## src/rtl/ctrl_pkg.sv

```systemverilog
// ctrl_pkg: opcode, datapath-select and state encodings shared by the multicycle control unit
package ctrl_pkg;
    localparam logic [2:0] OP_R    = 3'b000;
    localparam logic [2:0] OP_SLTI = 3'b001;
    localparam logic [2:0] OP_J    = 3'b010;
    localparam logic [2:0] OP_JAL  = 3'b011;
    localparam logic [2:0] OP_LW   = 3'b100;
    localparam logic [2:0] OP_SW   = 3'b101;
    localparam logic [2:0] OP_BEQ  = 3'b110;
    localparam logic [2:0] OP_ADDI = 3'b111;

    localparam logic [1:0] ALU_FUNCT = 2'b00;
    localparam logic [1:0] ALU_SUB   = 2'b01;
    localparam logic [1:0] ALU_SLT   = 2'b10;
    localparam logic [1:0] ALU_ADD   = 2'b11;

    localparam logic [1:0] SRCB_B    = 2'b00;
    localparam logic [1:0] SRCB_INC  = 2'b01;
    localparam logic [1:0] SRCB_IMM  = 2'b10;
    localparam logic [1:0] SRCB_BOFF = 2'b11;

    localparam logic [1:0] PC_ALU    = 2'b00;
    localparam logic [1:0] PC_ALUOUT = 2'b01;
    localparam logic [1:0] PC_JUMP   = 2'b10;

    localparam logic [1:0] DST_RT = 2'b00;
    localparam logic [1:0] DST_RD = 2'b01;
    localparam logic [1:0] DST_RA = 2'b10;

    localparam logic [1:0] M2R_ALU = 2'b00;
    localparam logic [1:0] M2R_MDR = 2'b01;
    localparam logic [1:0] M2R_PC  = 2'b10;

    typedef enum logic [3:0] {
        IDLE = 4'd0, FETCH, DECODE, EXEC_R, WB_R, EXEC_I, WB_I, ADDR,
        MEM_RD, WB_MEM, MEM_WR, BRANCH, JUMP, ERROR
    } state_t;
endpackage

```

## src/rtl/mem_wait_timer.sv

```systemverilog
// mem_wait_timer: counts stalled memory cycles and raises timeout on the last allowed one
module mem_wait_timer #(
    parameter int TIMEOUT_CYC = 16,
    parameter int CNT_W       = 5
) (
    input  logic clk,
    input  logic rst,
    input  logic in_wait,
    input  logic mem_ready,
    output logic timeout
);
    localparam logic [CNT_W-1:0] LIMIT = CNT_W'(TIMEOUT_CYC == 0 ? 0 : TIMEOUT_CYC - 1);
    logic [CNT_W-1:0] cnt_q, cnt_d;
    // Held at zero outside memory states, so every entry starts a fresh count
    always_comb begin
        cnt_d   = (in_wait && !mem_ready) ? cnt_q + CNT_W'(1) : '0;
        timeout = (TIMEOUT_CYC != 0) && in_wait && !mem_ready && (cnt_q == LIMIT);
    end
    always_ff @(posedge clk or negedge rst)
        if (!rst) cnt_q <= '0;
        else      cnt_q <= cnt_d;
endmodule

```

## src/rtl/multicycle_ctrl_fsm.sv

```systemverilog
// multicycle_ctrl_fsm: fetch/decode/execute/memory/write-back sequencer with memory wait and bus timeout
module multicycle_ctrl_fsm
    import ctrl_pkg::*;
#(
    parameter int TIMEOUT_CYC = 16,
    parameter int CNT_W       = 5
) (
    input  logic       clk,
    input  logic       rst,
    input  logic [2:0] opcode,
    input  logic       zero,
    input  logic       mem_ready,
    output logic       mem_read,
    output logic       mem_write,
    output logic       i_or_d,
    output logic       ir_write,
    output logic       pc_write,
    output logic       pc_write_cond,
    output logic [1:0] pc_source,
    output logic       ALU_src_A,
    output logic [1:0] ALU_src_B,
    output logic [1:0] ALU_op,
    output logic [1:0] reg_DST,
    output logic [1:0] mem_to_reg,
    output logic       reg_write,
    output logic       instr_done,
    output logic       bus_err,
    output logic [3:0] state_o
);
    state_t state_q, state_d;
    logic   in_wait, timeout, unused_zero;
    // zero qualifies pc_write_cond in the datapath, not in the sequencer
    assign unused_zero = zero;
    assign in_wait     = (state_q == FETCH) || (state_q == MEM_RD) || (state_q == MEM_WR);
    assign state_o     = state_q;

    mem_wait_timer #(.TIMEOUT_CYC(TIMEOUT_CYC), .CNT_W(CNT_W)) u_wait (
        .clk      (clk),
        .rst      (rst),
        .in_wait  (in_wait),
        .mem_ready(mem_ready),
        .timeout  (timeout)
    );

    always_comb begin
        state_d       = state_q;
        mem_read      = 1'b0;
        mem_write     = 1'b0;
        i_or_d        = 1'b0;
        ir_write      = 1'b0;
        pc_write      = 1'b0;
        pc_write_cond = 1'b0;
        pc_source     = PC_ALU;
        ALU_src_A     = 1'b0;
        ALU_src_B     = SRCB_B;
        ALU_op        = ALU_FUNCT;
        reg_DST       = DST_RT;
        mem_to_reg    = M2R_ALU;
        reg_write     = 1'b0;
        instr_done    = 1'b0;
        bus_err       = 1'b0;
        case (state_q)
            IDLE: state_d = FETCH;
            FETCH: begin
                mem_read  = 1'b1;
                ALU_src_B = SRCB_INC;
                ALU_op    = ALU_ADD;
                ir_write  = mem_ready;
                pc_write  = mem_ready;
                state_d   = mem_ready ? DECODE : (timeout ? ERROR : FETCH);
            end
            DECODE: begin
                ALU_src_B = SRCB_BOFF;
                ALU_op    = ALU_ADD;
                state_d   = (opcode == OP_R) ? EXEC_R :
                            (opcode == OP_SLTI || opcode == OP_ADDI) ? EXEC_I :
                            (opcode == OP_LW || opcode == OP_SW) ? ADDR :
                            (opcode == OP_J || opcode == OP_JAL) ? JUMP : BRANCH;
            end
            EXEC_R: begin
                ALU_src_A = 1'b1;
                state_d   = WB_R;
            end
            WB_R: begin
                reg_DST    = DST_RD;
                reg_write  = 1'b1;
                instr_done = 1'b1;
                state_d    = FETCH;
            end
            EXEC_I: begin
                ALU_src_A = 1'b1;
                ALU_src_B = SRCB_IMM;
                ALU_op    = (opcode == OP_SLTI) ? ALU_SLT : ALU_ADD;
                state_d   = WB_I;
            end
            WB_I: begin
                reg_write  = 1'b1;
                instr_done = 1'b1;
                state_d    = FETCH;
            end
            ADDR: begin
                ALU_src_A = 1'b1;
                ALU_src_B = SRCB_IMM;
                ALU_op    = ALU_ADD;
                state_d   = (opcode == OP_SW) ? MEM_WR : MEM_RD;
            end
            MEM_RD: begin
                mem_read = 1'b1;
                i_or_d   = 1'b1;
                state_d  = mem_ready ? WB_MEM : (timeout ? ERROR : MEM_RD);
            end
            WB_MEM: begin
                mem_to_reg = M2R_MDR;
                reg_write  = 1'b1;
                instr_done = 1'b1;
                state_d    = FETCH;
            end
            MEM_WR: begin
                mem_write  = 1'b1;
                i_or_d     = 1'b1;
                instr_done = mem_ready;
                state_d    = mem_ready ? FETCH : (timeout ? ERROR : MEM_WR);
            end
            BRANCH: begin
                ALU_src_A     = 1'b1;
                ALU_op        = ALU_SUB;
                pc_write_cond = 1'b1;
                pc_source     = PC_ALUOUT;
                instr_done    = 1'b1;
                state_d       = FETCH;
            end
            JUMP: begin
                pc_write   = 1'b1;
                pc_source  = PC_JUMP;
                instr_done = 1'b1;
                reg_DST    = (opcode == OP_JAL) ? DST_RA : DST_RT;
                mem_to_reg = (opcode == OP_JAL) ? M2R_PC : M2R_ALU;
                reg_write  = (opcode == OP_JAL);
                state_d    = FETCH;
            end
            ERROR: bus_err = 1'b1;
            default: state_d = IDLE;
        endcase
    end

    always_ff @(posedge clk or negedge rst)
        if (!rst) state_q <= IDLE;
        else      state_q <= state_d;
endmodule
```

## config.mk

```make
export PLATFORM = sky130hd
export DESIGN_NAME = multicycle_ctrl_fsm
export DESIGN_NICKNAME = d
export VERILOG_FILES = /design/src/rtl/ctrl_pkg.sv /design/src/rtl/mem_wait_timer.sv /design/src/rtl/multicycle_ctrl_fsm.sv
export SDC_FILE = /design/constraint.sdc
export NUM_CORES = 1
export LEC_CHECK = 0
export ABC_AREA = 1
export CAP_MARGIN = 20
export CORE_ASPECT_RATIO = 0.8
export CORE_MARGIN = 1
export CORE_UTILIZATION = 35
export DETAILED_ROUTE_END_ITERATION = 10
export PLACE_DENSITY = 0.71
export SKIP_LAST_GASP = 1
export SLEW_MARGIN = 25
export SYNTH_ARGS = -nofsm -noshare
export SYNTH_HDL_FRONTEND = slang
export SYNTH_SLANG_ARGS = --single-unit
```

## constraint.sdc

```tcl
create_clock -name clk -period 1.5 [get_ports clk]
set_clock_uncertainty 0.05 [all_clocks]
set_input_delay 0.375 -clock clk [delete_from_list [all_inputs] [get_ports clk]]
set_output_delay 0.375 -clock clk [all_outputs]
set_load 0.02 [all_outputs]
```

==> metrics <==
worst skew pair latency=0.26 ns; DP Area=around 0.0014 mm2; CTS tree=done; pins over their slew limit=0; Max IR drop VDD=approximately 1700 uV; I/O pin cnt=31; placed insts=around 210; synth warn=0; Hold WC Path Type=input port to async pin; Synth Area in Compound Gates=4.723%; Die ar.=0.002388 mm2; number of global-route vias before repair=1095; Place WS=-0.7464 ns; PnR worst setup slack=-0.3932 ns; area grow syn2layout=113.5%; worst endpoint required time=~1.1 ns; syn avg cell area=about 5.9 um2; arithmetic-cell share of the synthesized area counting full adders, half adders and majority gates=6.515%; mux share of post-synthesis cell area=0%; layout cells sized above 1=60.10%; row cnt=14; Die Wd=54.38 um; status=finished with violations; P_leak=a little under 0.0009 uW; Synth Net Count=about 140; # nets final=215; CTS buffer count=3; Final setup violation count=23; max-cap violations=0; total gr overflow=0; Relative slew margins=72.96%; vias=~1200; cell with the largest stage delay on the worst path=dfrtp_2; n_diodes=0; post-synthesis sequential area ratio=29.32%; failing checks=setup timing; most used cell, CP=nor2_4; CTS H-tree lvls=1; DPL Wire Length=1.983 mm; RSZ-0062 raised after global routing=true; main combinational cell family by area after synthesis=simple AND/OR/NAND/NOR gates; Core Util, Final=82.87%; Syn Inst Count=131; final WL=between 3 and 4 mm; CP Capture Type=output port; Post-Synth XOR/XNOR Area=1.140%; Synth cell types=16; Peak Freq=528.2 MHz; number of DRC markers in iteration 0=between 40 and 50; DRT Pass-1 Iters=4; Worst Reg2Reg Path Length in Cells=10; first-pass GRT wire length=4.774 mm; post-synthesis cell area=768.2 um2; critical path class=flip-flop to output port; drt wl/cell=15.24 um; fin cells=227; Clk pin slew, worst setup/hold paths=0.06 ns; CORE AREA=0.001979 mm2; largest net degree at the start of global routing=10; post-route DRC violation count=0; sequence of cells on the critical path=inv_2, nand2_2, nor2_4, nor2_4, inv_1, buf_2; final instance area=0.001640 mm2; initial antenna violation count=0; CP max stage delay=0.50 ns; Initial Util=38.81%; worst-margin pin slew=0.4044 ns; clk buf depth=2; clk sinks=9; overall fraction of global-route tracks in use=28.45%; Arr. time, crit path=1.47 ns; pwr dens=2025 mW/mm2; antenna-violating nets left=0; I/O Buffers=29; Vias/cell=5.238; Startpoint Class=flip-flop; Post-Synth Simple-Gate Area=a little under half; crit path max fanout=7; Final min period=1.893 ns; clock root buffer=clkbuf_4; final hold vios=0; #FFs+latches synth=9; fin crit share=126.2%; Die H=43.91 um; Final Wtd Congestion=0.9157
## cell usage in the layout (no fill, tap or decap), types with 5 or more instances in the layout
cell	count
buf_2	5
buf_4	40
buf_6	19
dfrtp_1	5
inv_1	12
inv_4	5
nand2_1	23
nand2_2	11
nand3_1	8
nor2_1	18
nor2_2	5
nor2_4	10
## sequential cells by signal (all words and copies together) (netlist names)
register / count
state_o: 4
u_wait.cnt_q: 5
## cells in the mapped netlist, drive strengths merged
master   n  area share [%]
inv     21              10
dfrtp    9              29
nand3   11             7.2
nor3     2             2.0
nor2    33              16
ha       4             6.5
nand4    1            0.81
o22ai    1            0.81
a21oi    3             2.0
o21ai    3             2.0
xor2     1             1.1
nand3b   1            0.98
buf      2             2.0
nand2   39              19
## final timing paths
kind                                           startpoint                         to  slack [ns]
worst max-delay path               state_o[1]$_DFFE_PN0N_               ALU_src_B[0]       -0.39
worst min-delay path                                  rst  u_wait.cnt_q[3]$_DFF_PN0_        0.36
worst max register to register  u_wait.cnt_q[1]$_DFF_PN0_     state_o[0]$_DFFE_PN0N_       -0.03
worst min register to register  u_wait.cnt_q[3]$_DFF_PN0_  u_wait.cnt_q[3]$_DFF_PN0_        0.53
max in group asynchronous                             rst     state_o[1]$_DFFE_PN0N_        0.73
min in group clk                u_wait.cnt_q[3]$_DFF_PN0_  u_wait.cnt_q[3]$_DFF_PN0_        0.53
## final cells by class
class,count,area [um2]
Fill cell,108,339.1
Inverter,21,91.34
Timing Repair Buffer,70,595.6
Multi-Input combinational cell,99,666.9
Tap cell,24,30.03
Sequential cell,9,230.2
Clock buffer,4,26.28
## critical path: cells and delay by family (launching register included)
kind / cells / cell delay, ns
buf+inv: 3 / 0.35
flops: 1 / 0.50
simple gates: 3 / 0.34
## cells by family (layout without fill, tap and decap cells)
group,Yosys count,in the layout
AO/OA/AOI/OAI,7,7
XOR/XNOR,1,1
adder cells (fa/ha/maj),4,4
buffers and inverters,23,95
flip-flops,9,9
AND/OR/NAND/NOR,87,87
## per-stage QoR
stage	hold WS (ns)	setup TNS, ns	total power [uW]
3_3_place_gp	0.4619	-10.73	2480
6_report	0.3555	-6.397	3322
3_5_place_dp	0.4852	-11.18	2512
4_1_cts	0.3791	-5.374	2893
5_1_grt	0.3736	-8.065	3511
2_1_floorplan	0.02941	-0.2067	1439
## timing repair
action,4_1_cts,5_1_grt
setup endpoints to repair,27,26
buffers inserted,8,6
resized for setup,139,46
pin swaps,9,12
hold buffers,0,0
## report_power, final
group / total, uW / switching (uW) / internal, uW
registers: 466 / 148 / 318
clock network: 188 / 85.7 / 103
logic: 2670 / 1510 / 1160
total: 3320 / 1740 / 1580
## metal layers
layer  part of all wire, %  GRT usage, %  up-vias
met1                    39         31.91      571
met5                     0             0        -
met2                    53         51.22       64
met4                   1.9         7.692        0
met3                   6.0         8.421        8
li1                      -             -      546
Note: power is estimated with default switching activity, not from simulation.
